$ cat config.mk
export PLATFORM = sky130hd
export DESIGN_NAME = lap_stopwatch
export DESIGN_NICKNAME = d
export VERILOG_FILES = /design/src/rtl/stopwatch_pkg.sv /design/src/rtl/bcd_digit.sv /design/src/rtl/lap_stopwatch.sv
export SDC_FILE = /design/constraint.sdc
export NUM_CORES = 1
export LEC_CHECK = 0
export BUFFER_PORTS_ARGS = -buffer_cell sky130_fd_sc_hd__buf_2
export CORE_UTILIZATION = 40
export CTS_CLUSTER_DIAMETER = 200
export DETAILED_ROUTE_END_ITERATION = 10
export PLACE_DENSITY = 0.61
export SLEW_MARGIN = 5
export SYNTH_ARGS = -nofsm -noshare
export SYNTH_HDL_FRONTEND = slang
export SYNTH_SLANG_ARGS = --single-unit
$ cat constraint.sdc
create_clock -name clk_i -period 3.96 [get_ports clk_i]
set_clock_uncertainty 0.05 [all_clocks]
set_input_delay 0.792 -clock clk_i [delete_from_list [all_inputs] [get_ports clk_i]]
set_output_delay 0.792 -clock clk_i [all_outputs]
set_load 0.01 [all_outputs]
$ cat src/rtl/stopwatch_pkg.sv
// Shared types and helpers for the lap stopwatch: FSM state encoding,
// per-digit radices, and the load-value clamp used by the countdown preset.
package stopwatch_pkg;

    typedef enum logic [1:0] {
        IDLE  = 2'd0,
        RUN   = 2'd1,
        PAUSE = 2'd2
    } sw_state_e;

    localparam int RADIX_TENTHS = 10;
    localparam int RADIX_SEC_LO = 10;
    localparam int RADIX_SEC_HI = 6;
    localparam int RADIX_MIN    = 10;

    // Radix of digit position idx (0 = tenths); every minute digit is decimal.
    function automatic int radix_of(input int idx);
        if (idx == 0) begin
            return RADIX_TENTHS;
        end else if (idx == 1) begin
            return RADIX_SEC_LO;
        end else if (idx == 2) begin
            return RADIX_SEC_HI;
        end else begin
            return RADIX_MIN;
        end
    endfunction

    // Limit a raw nibble to the largest legal value of a digit with this radix.
    function automatic logic [3:0] clamp_bcd(input logic [3:0] val, input int radix);
        logic [3:0] top;
        top = 4'(radix - 1);
        return (val > top) ? top : val;
    endfunction

endpackage

$ cat src/rtl/bcd_digit.sv
// One counter digit of configurable radix. Increments or decrements when
// enabled; carry_o/borrow_o are combinational so a whole chain of digits
// ripples in a single cycle.
module bcd_digit #(
    parameter int RADIX = 10
) (
    input  logic       clk_i,
    input  logic       rst_n_i,
    input  logic       clr_i,
    input  logic       load_i,
    input  logic [3:0] load_val_i,
    input  logic       inc_i,
    input  logic       dec_i,
    output logic [3:0] digit_o,
    output logic       carry_o,
    output logic       borrow_o
);

    localparam logic [3:0] MAX_DIGIT = 4'(RADIX - 1);

    logic [3:0] digit_d;
    logic [3:0] digit_q;

    // Next digit value: clear beats load beats count.
    always_comb begin
        digit_d = digit_q;
        if (clr_i) begin
            digit_d = '0;
        end else if (load_i) begin
            digit_d = load_val_i;
        end else if (inc_i) begin
            digit_d = (digit_q == MAX_DIGIT) ? 4'd0 : digit_q + 4'd1;
        end else if (dec_i) begin
            digit_d = (digit_q == 4'd0) ? MAX_DIGIT : digit_q - 4'd1;
        end
    end

    // Digit register.
    always_ff @(posedge clk_i or negedge rst_n_i) begin
        if (!rst_n_i) begin
            digit_q <= '0;
        end else begin
            digit_q <= digit_d;
        end
    end

    assign digit_o  = digit_q;
    assign carry_o  = inc_i && (digit_q == MAX_DIGIT);
    assign borrow_o = dec_i && (digit_q == 4'd0);

endmodule

$ cat src/rtl/lap_stopwatch.sv
// BCD stopwatch core with tick prescaler, lap freeze and overflow pulse.
// Optional countdown mode (mode/load/preset ports, done pulse) is compiled
// in when the macro COUNTDOWN_EN is defined; the default build counts up only.
module lap_stopwatch
    import stopwatch_pkg::*;
#(
    parameter  int CLK_HZ     = 50_000_000,
    parameter  int TICK_HZ    = 10,
    parameter  int MIN_DIGITS = 1,
    localparam int DIGITS     = 3 + MIN_DIGITS
) (
    input  logic                  clk_i,
    input  logic                  rst_n_i,
    input  logic                  start_stop_i,
    input  logic                  clear_i,
    input  logic                  lap_i,
    output logic [4*DIGITS-1:0]   bcd_o,
    output logic                  running_o,
    output logic                  lap_o,
    output logic                  ovf_o
`ifdef COUNTDOWN_EN
    ,
    input  logic                  mode_i,
    input  logic                  load_i,
    input  logic [4*DIGITS-1:0]   load_val_i,
    output logic                  done_o
`endif
);

    localparam int                    PRESCALE = CLK_HZ / TICK_HZ;
    localparam int                    PRE_W    = (PRESCALE > 2) ? $clog2(PRESCALE) : 1;
    localparam logic [PRE_W-1:0]      PRE_TERM = PRE_W'(PRESCALE - 1);
    localparam logic [4*DIGITS-1:0]   ONE_BCD  = (4*DIGITS)'(1);

    sw_state_e             state_q, state_d;
    logic [PRE_W-1:0]      prescale_q, prescale_d;
    logic                  lap_q, lap_d;
    logic [4*DIGITS-1:0]   snap_q, snap_d;
    logic                  mode_q, mode_d;
    logic                  ovf_q, ovf_d;
    logic                  done_q, done_d;

    logic                  mode_in;
    logic                  load_in;
    logic [4*DIGITS-1:0]   load_bus;

    logic [4*DIGITS-1:0]   live_bcd;
    logic [DIGITS:0]       inc_chain;
    logic [DIGITS:0]       dec_chain;
    logic                  tick;
    logic                  count_zero;
    logic                  count_one;
    logic                  digit_clr;
    logic                  digit_load;
    logic                  unused_borrow;

`ifdef COUNTDOWN_EN
    assign mode_in  = mode_i;
    assign load_in  = load_i;
    assign load_bus = load_val_i;
    assign done_o   = done_q;
`else
    logic unused_done;
    assign mode_in     = 1'b0;
    assign load_in     = 1'b0;
    assign load_bus    = '0;
    assign unused_done = done_q;
`endif

    assign count_zero = (live_bcd == '0);
    assign count_one  = (live_bcd == ONE_BCD);

    // A tick fires at prescaler terminal count in RUN; a start_stop or clear
    // pulse in that cycle wins and the prescaler holds instead.
    assign tick = (state_q == RUN) && !clear_i && !start_stop_i && (prescale_q == PRE_TERM);

    // Down-counting never steps below zero; done fires on the step 1 -> 0.
    assign inc_chain[0] = tick && !mode_q;
    assign dec_chain[0] = tick && mode_q && !count_zero;

    assign digit_clr  = clear_i;
    assign digit_load = load_in && !clear_i && !start_stop_i && (state_q == IDLE);

    // The top borrow can never assert because of the zero guard above.
    assign unused_borrow = dec_chain[DIGITS];

    for (genvar i = 0; i < DIGITS; i++) begin : g_digit
        localparam int R = radix_of(i);
        logic [3:0] load_nibble;
        assign load_nibble = clamp_bcd(load_bus[4*i +: 4], R);

        bcd_digit #(.RADIX(R)) u_digit (
            .clk_i      (clk_i),
            .rst_n_i    (rst_n_i),
            .clr_i      (digit_clr),
            .load_i     (digit_load),
            .load_val_i (load_nibble),
            .inc_i      (inc_chain[i]),
            .dec_i      (dec_chain[i]),
            .digit_o    (live_bcd[4*i +: 4]),
            .carry_o    (inc_chain[i+1]),
            .borrow_o   (dec_chain[i+1])
        );
    end

    // Control next-state: clear > start_stop > lap, then prescaler and end-of-count events.
    always_comb begin
        state_d    = state_q;
        prescale_d = prescale_q;
        lap_d      = lap_q;
        snap_d     = snap_q;
        mode_d     = mode_q;
        ovf_d      = 1'b0;
        done_d     = 1'b0;

        if (clear_i) begin
            state_d    = IDLE;
            prescale_d = '0;
            lap_d      = 1'b0;
        end else if (start_stop_i) begin
            case (state_q)
                IDLE: begin
                    // A zero preset in down mode has nothing to count.
                    if (!(mode_in && count_zero)) begin
                        state_d    = RUN;
                        prescale_d = '0;
                        mode_d     = mode_in;
                    end
                end
                RUN:     state_d = PAUSE;
                PAUSE:   state_d = RUN;
                default: state_d = IDLE;
            endcase
        end else begin
            if (lap_i && (state_q != IDLE)) begin
                lap_d = !lap_q;
                // Capture the registered count, i.e. before any tick this cycle.
                if (!lap_q) begin
                    snap_d = live_bcd;
                end
            end
            if (state_q == RUN) begin
                prescale_d = tick ? '0 : prescale_q + 1'b1;
            end
        end

        if (inc_chain[DIGITS]) begin
            ovf_d = 1'b1;
        end

        // Countdown finished: back to IDLE showing the live zero.
        if (dec_chain[0] && count_one) begin
            done_d     = 1'b1;
            state_d    = IDLE;
            prescale_d = '0;
            lap_d      = 1'b0;
        end
    end

    // Control and snapshot registers.
    always_ff @(posedge clk_i or negedge rst_n_i) begin
        if (!rst_n_i) begin
            state_q    <= IDLE;
            prescale_q <= '0;
            lap_q      <= 1'b0;
            snap_q     <= '0;
            mode_q     <= 1'b0;
            ovf_q      <= 1'b0;
            done_q     <= 1'b0;
        end else begin
            state_q    <= state_d;
            prescale_q <= prescale_d;
            lap_q      <= lap_d;
            snap_q     <= snap_d;
            mode_q     <= mode_d;
            ovf_q      <= ovf_d;
            done_q     <= done_d;
        end
    end

    assign bcd_o     = lap_q ? snap_q : live_bcd;
    assign running_o = (state_q == RUN);
    assign lap_o     = lap_q;
    assign ovf_o     = ovf_q;

endmodule

# Word-level counts from Yosys, hierarchy flattened

Cells that the tools add are included.

Word-level logic and storage cells: 74
Memory bits (read-only): 0
Bits in registers: 59
Bits in latches: 0
Bits in writable memories: 0
Memories kept: 0
Output and inout port bits: 19

Reductions and logical operators: 24
Mux-type cells: 25
Multiply operators: 0
Shifts and indexed selects: 0
Divide/modulo/power cells: 0
Magnitude comparators: 0
Add/subtract/negate cells: 5
Bitwise gates (word level): 2
Equality and inequality tests: 9

Operators by type and width:

| kind                    | count |
|---|---|
| $mux W23                | 5 |
| $mux W4                 | 12 |
| $add A23 B1 Y23 const B | 1 |
| $eq A23 B23 Y1 const B  | 1 |
| $reduce_bool A3 Y1      | 6 |
| $add A4 B1 Y4 const B   | 4 |
| $mux W16                | 1 |
| $eq A4 B4 Y1 const B    | 3 |
| $logic_and A1 B1 Y1     | 8 |
| $eq A4 B3 Y1 const B    | 1 |
| $mux W1                 | 4 |
| $mux W2                 | 2 |
| $pmux W2 S2             | 1 |
| $reduce_and A2 Y1       | 2 |
| $reduce_bool A4 Y1      | 1 |
| $logic_not A1 Y1        | 3 |
| $ne A3 B1 Y1 const B    | 1 |
| $reduce_and A3 Y1       | 1 |
| $eq A2 B1 Y1 const B    | 1 |
| $eq A2 B2 Y1 const B    | 1 |
| $logic_not A2 Y1        | 1 |
| $ne A2 B1 Y1 const B    | 1 |
| $not A1 Y1              | 2 |
| $reduce_bool A2 Y1      | 1 |
| $reduce_or A2 Y1        | 1 |

# Longest topological paths before layout

Word-level depth: 9
Depth in mapped cells: 7
Gate-level depth less buffers: 6

# By module

From an unflattened synthesis, not the netlist that was laid out.

Cell total of the unflattened synthesis: 437
Area, all modules: 4007.6 um2

Modules (own cells, without submodules):

| module                             | area each (um2) | instances | sequential area each (um2) | cells an instance |
|---|---|---|---|---|
| lap_stopwatch                      | 2306.0          | 1         | 1076.0                     | 220 |
| bcd_digit (g_digit[0].u_digit ...) | 429.2           | 3         | 100.1                      | 55 |
| bcd_digit (g_digit[2].u_digit)     | 414.1           | 1         | 100.1                      | 52 |

# Least setup slack after synthesis

Ideal clock, no wire load.

Path type: input -> register
Start: in start_stop_i
End: reg g_digit[2].u_digit.digit_q[1]
Data arrival time: 2.090 ns
Required time: 3.785 ns
Library setup time: 0.125 ns
Stages: 5
Setup slack: 1.695 ns
Cell sequence: buf_6 and4bb_1 nand4_1 nor4_1 mux2_2

Longest elaborated chain between the ends: 6

Ends and longest elaborated chain:

| element                          | RTL line            | text |
|---|---|---|
| from (decl)                      | lap_stopwatch.sv:14 | `input logic start_stop_i,` |
| $logic_not A1 Y1                 | n/a                 |  |
| $logic_and A1 B1 Y1 (2 in a row) | lap_stopwatch.sv:75 | `assign tick = (state_q == RUN) && !clear_i && !start_stop_i && (prescale_q == PRE_TERM);` |
| $logic_and A1 B1 Y1 (2 in a row) | bcd_digit.sv:48     | `assign carry_o = inc_i && (digit_q == MAX_DIGIT);` |
| $reduce_bool A3 Y1 (no line)     | n/a                 |  |
| to (signal assigned)             | bcd_digit.sv:43     | `digit_q <= digit_d;` |
| to (decl)                        | bcd_digit.sv:22     | `logic [3:0] digit_q;` |

Every way passes these cells.
A chain may end at the register's enable or synchronous reset.

# Worst setup path in the final report

Start: reg lap_q (netlist: lap_o)
End: out bcd_o[0]

Longest elaborated chain between the ends: 1

Ends and longest elaborated chain:

| element                | RTL line             | text |
|---|---|---|
| from (decl)            | lap_stopwatch.sv:37  | `logic lap_q, lap_d;` |
| from (signal assigned) | lap_stopwatch.sv:173 | `lap_q <= lap_d;` |
| $mux W16               | n/a                  |  |
| to (decl)              | lap_stopwatch.sv:17  | `output logic [4*DIGITS-1:0] bcd_o,` |

Every way passes these cells.

==> run_results.csv <==
group,metric,value,unit
route,route.met3.wl,340,µm
hold_path,min_path_type,"reg -> reg",
timing,hold_viol,0,
floorplan,dieHeight,94.8,µm
route,first_pass_iters,4,
power_and_ir_drop,p_leak,1.65,nW
global_route,grt_usage,19.2,%
worst_setup_path,arrival,1.79,ns
timing,relSlewSlack,20.6,%
worst_setup_path,slowest_delay,0.88,ns
clocking,cts_setup_buffers,0,
layout,fin_cells,471,
yosys,async_flop_share,100,%
clocking,hold_buffers,0,
timing,worst_slew_pin_slew,1.19,ns
yosys,avgSynthCellArea,9.89,µm²
clocking,cts_made_buffers,9,
layout,nets,375,
route,drc,0,
power_and_ir_drop,vdd_drop_max,0.000197,V
power_and_ir_drop,finalPower,1.30,mW
timing,setup_viol_count_final,0,
clocking,root_buffer,"clkbuf_8",
route,top_layer,"met4",
floorplan,dieArea,8980,µm²
status,outcome,"complete, no violations",
placement,placed_cells,455,
global_route,grt_overflow,0,
clocking,clk_latency,0.34,ns
worst_setup_path,crit_type,"reg -> out",
global_route,grt_max_degree,36,
layout,drive_above_1_share,21.0,%
layout,register_area,1480,µm²
floorplan,initial_core_util,41.7,%
clocking,htreeDepth,3,
yosys,synth_enable_flop_cells,0,
timing,period_minus_slack,2.63,ns
placement,portBuffers,23,
placement,gp_congestion,0.784,
route,wirelength,7800,µm
layout,num_antenna_cells,0,
layout,multi_input_area,1810,µm²
clocking,cts_resized,0,
worst_setup_path,required,3.12,ns
yosys,yosys_register_bits,59,
timing,whs,0.454,ns
floorplan,rows,33,
worst_setup_path,cp_cell_sequence,"mux2_2 > buf_2",
job,maxCapViolCount,0,
timing,worst_slack,1.33,ns
worst_setup_path,crit_path_end_kind,"output pin",
route,detail-route-antenna-nets,0,
timing,setup_tns,0,ns
timing,finalCritPeriodShare,66.4,%
floorplan,core,8260,µm²
power_and_ir_drop,powerDensity,338,nW/µm²
yosys,synthesis.nets,362,
route,wl_met1,3520,µm
placement,postPlaceCellArea,3610,µm²
global_route,grt_pass1_vias,2774,
placement,hpwl,5230,µm
floorplan,die_w,94.8,µm
placement,dp_slack,1.15,ns
global_route,antenna_found_initial,0,
global_route,grt_pass1_wl,13400,µm
yosys,yosys.cell_types.count,48,
route,dr_wl_met2,3870,µm
clocking,clock_path_buffers,2,
layout,post-route-util,46.5,%
layout,fin_area,3840,µm²
layout,fillers,783,
route,via_per_inst,6.02,
worst_setup_path,cp_slowest_cell,"dfrtp_1",
yosys,synthFlopType,"dfrtp_1",
route,wl_per_cell,16.6,µm
timing,slew_violations,0,
yosys,ys_seq_area_share,42.9,%
layout,syn_to_final_growth,11.4,%
clocking,clkTransAtPathRegs,0.07,ns
yosys,synthesis.area,3440,µm²
timing,fmax,380,MHz
worst_setup_path,cp_max_fo,25,
yosys,syn_inst,348,
clocking,tritoncts,"done",
route,dr_total_vias,2837,
route,drt_iter0_markers,142,
worst_setup_path,start_kind,"flip-flop",
yosys,yosysWarnings,0,
clocking,clkSinkCount,59,
floorplan,num_io_pins,24,
timing,rsz0062_at_grt,"no",
-- path summary, 6_finish.rpt --
check / from / endpoint / cells past startpoint / slack, ns
worst min register to register: snap_q[12] / snap_q[12] / 1 / 0.45
max in group asynchronous: rst_n_i / state_q[0] / 2 / 2.53
worst max register to register: prescale_q[3] / prescale_q[14] / 4 / 1.61
min in group asynchronous: rst_n_i / snap_q[13] / 1 / 0.48
worst max-delay path: lap_o / bcd_o[0] / 2 / 1.33
worst min-delay path: snap_q[12] / snap_q[12] / 1 / 0.45
-- flip-flops by register name, indices dropped and copies added, names as in the netlist --
register and cells:
g_digit.u_digit.digit_o 16, prescale_q 23, state_q 2, lap_o 1, snap_q 16, ovf_o 1
-- cell usage after synthesis, drive strengths merged, types with 9 or more instances --
cell / instances / area (µm²)
nand4: 15 / 93.8
nor2: 11 / 41.3
ha: 9 / 113
or3: 12 / 75.1
nand2: 21 / 78.8
or4: 14 / 105
a22oi: 17 / 128
dfrtp: 59 / 1480
o21ai: 24 / 120
nand3: 10 / 55.1
a21oi: 16 / 80.1
mux2: 27 / 304
clkbuf: 17 / 63.8
o31ai: 17 / 128
inv: 12 / 45.0
-- worst max-delay path, delay by kind of cell, from the launching register on --
family | cells | cell delay, ns
DFF | 1 | 0.88
buffers and inverters | 1 | 0.14
muxes | 1 | 0.42
-- layout make-up --
cell class,instances,area share (%)
Inverter,12,1.17
Sequential cell,59,38.5
Clock buffer,10,3.59
Clock inverter,6,2.31
Multi-Input combinational cell,252,47.2
Timing Repair Buffer,27,3.78
Tap cell,105,3.42
-- power breakdown --
| group | internal (mW) | total [mW] | switching, mW | leakage (nW) |
|---|---|---|---|---|
| combinational | 0.0171 | 0.0595 | 0.0424 | 0.716 |
| sequential | 0.607 | 0.616 | 0.00933 | 0.822 |
| clock | 0.371 | 0.620 | 0.249 | 0.108 |
| total | 0.995 | 1.30 | 0.300 | 1.65 |
-- per-layer routing --
metal / vias to the layer above / global-route usage (%)
met5: - / 0
met4: 0 / 5.30
li1: 1351 / -
met2: 56 / 32.0
met1: 1423 / 24.2
met3: 7 / 5.56
-- placed cells by master (no fill, tap or decap), drive strengths merged, types with 2 or more instances in the layout --
cell,count
nor3,2
nor2,11
buf,27
o21ai,24
nand2,21
clkinv,2
or3,12
nor2b,3
and2,4
and3,4
or4,14
mux2,27
bufinv,2
a22oi,17
dfrtp,59
and4bb,3
clkbuf,10
clkinvlp,2
nand4,15
a21oi,16
inv,12
o31ai,17
nor4,6
and4,8
mux2i,2
ha,9
and3b,5
nand3,10
nand2b,3
nand3b,2
xor2,3
-- logic make-up after synthesis --
family                     Yosys count  share of synthesized area [%]
adders and majority gates            9                           3.27
xor gates and xnor gates             4                           1.02
AOI/OAI and AO/OA                   84                           15.7
buffers and inverters               37                           4.47
and+or+nand+nor                    126                           23.3
muxes                               29                           9.41
DFF                                 59                           42.9
Note: power is estimated with default switching activity, not from simulation.
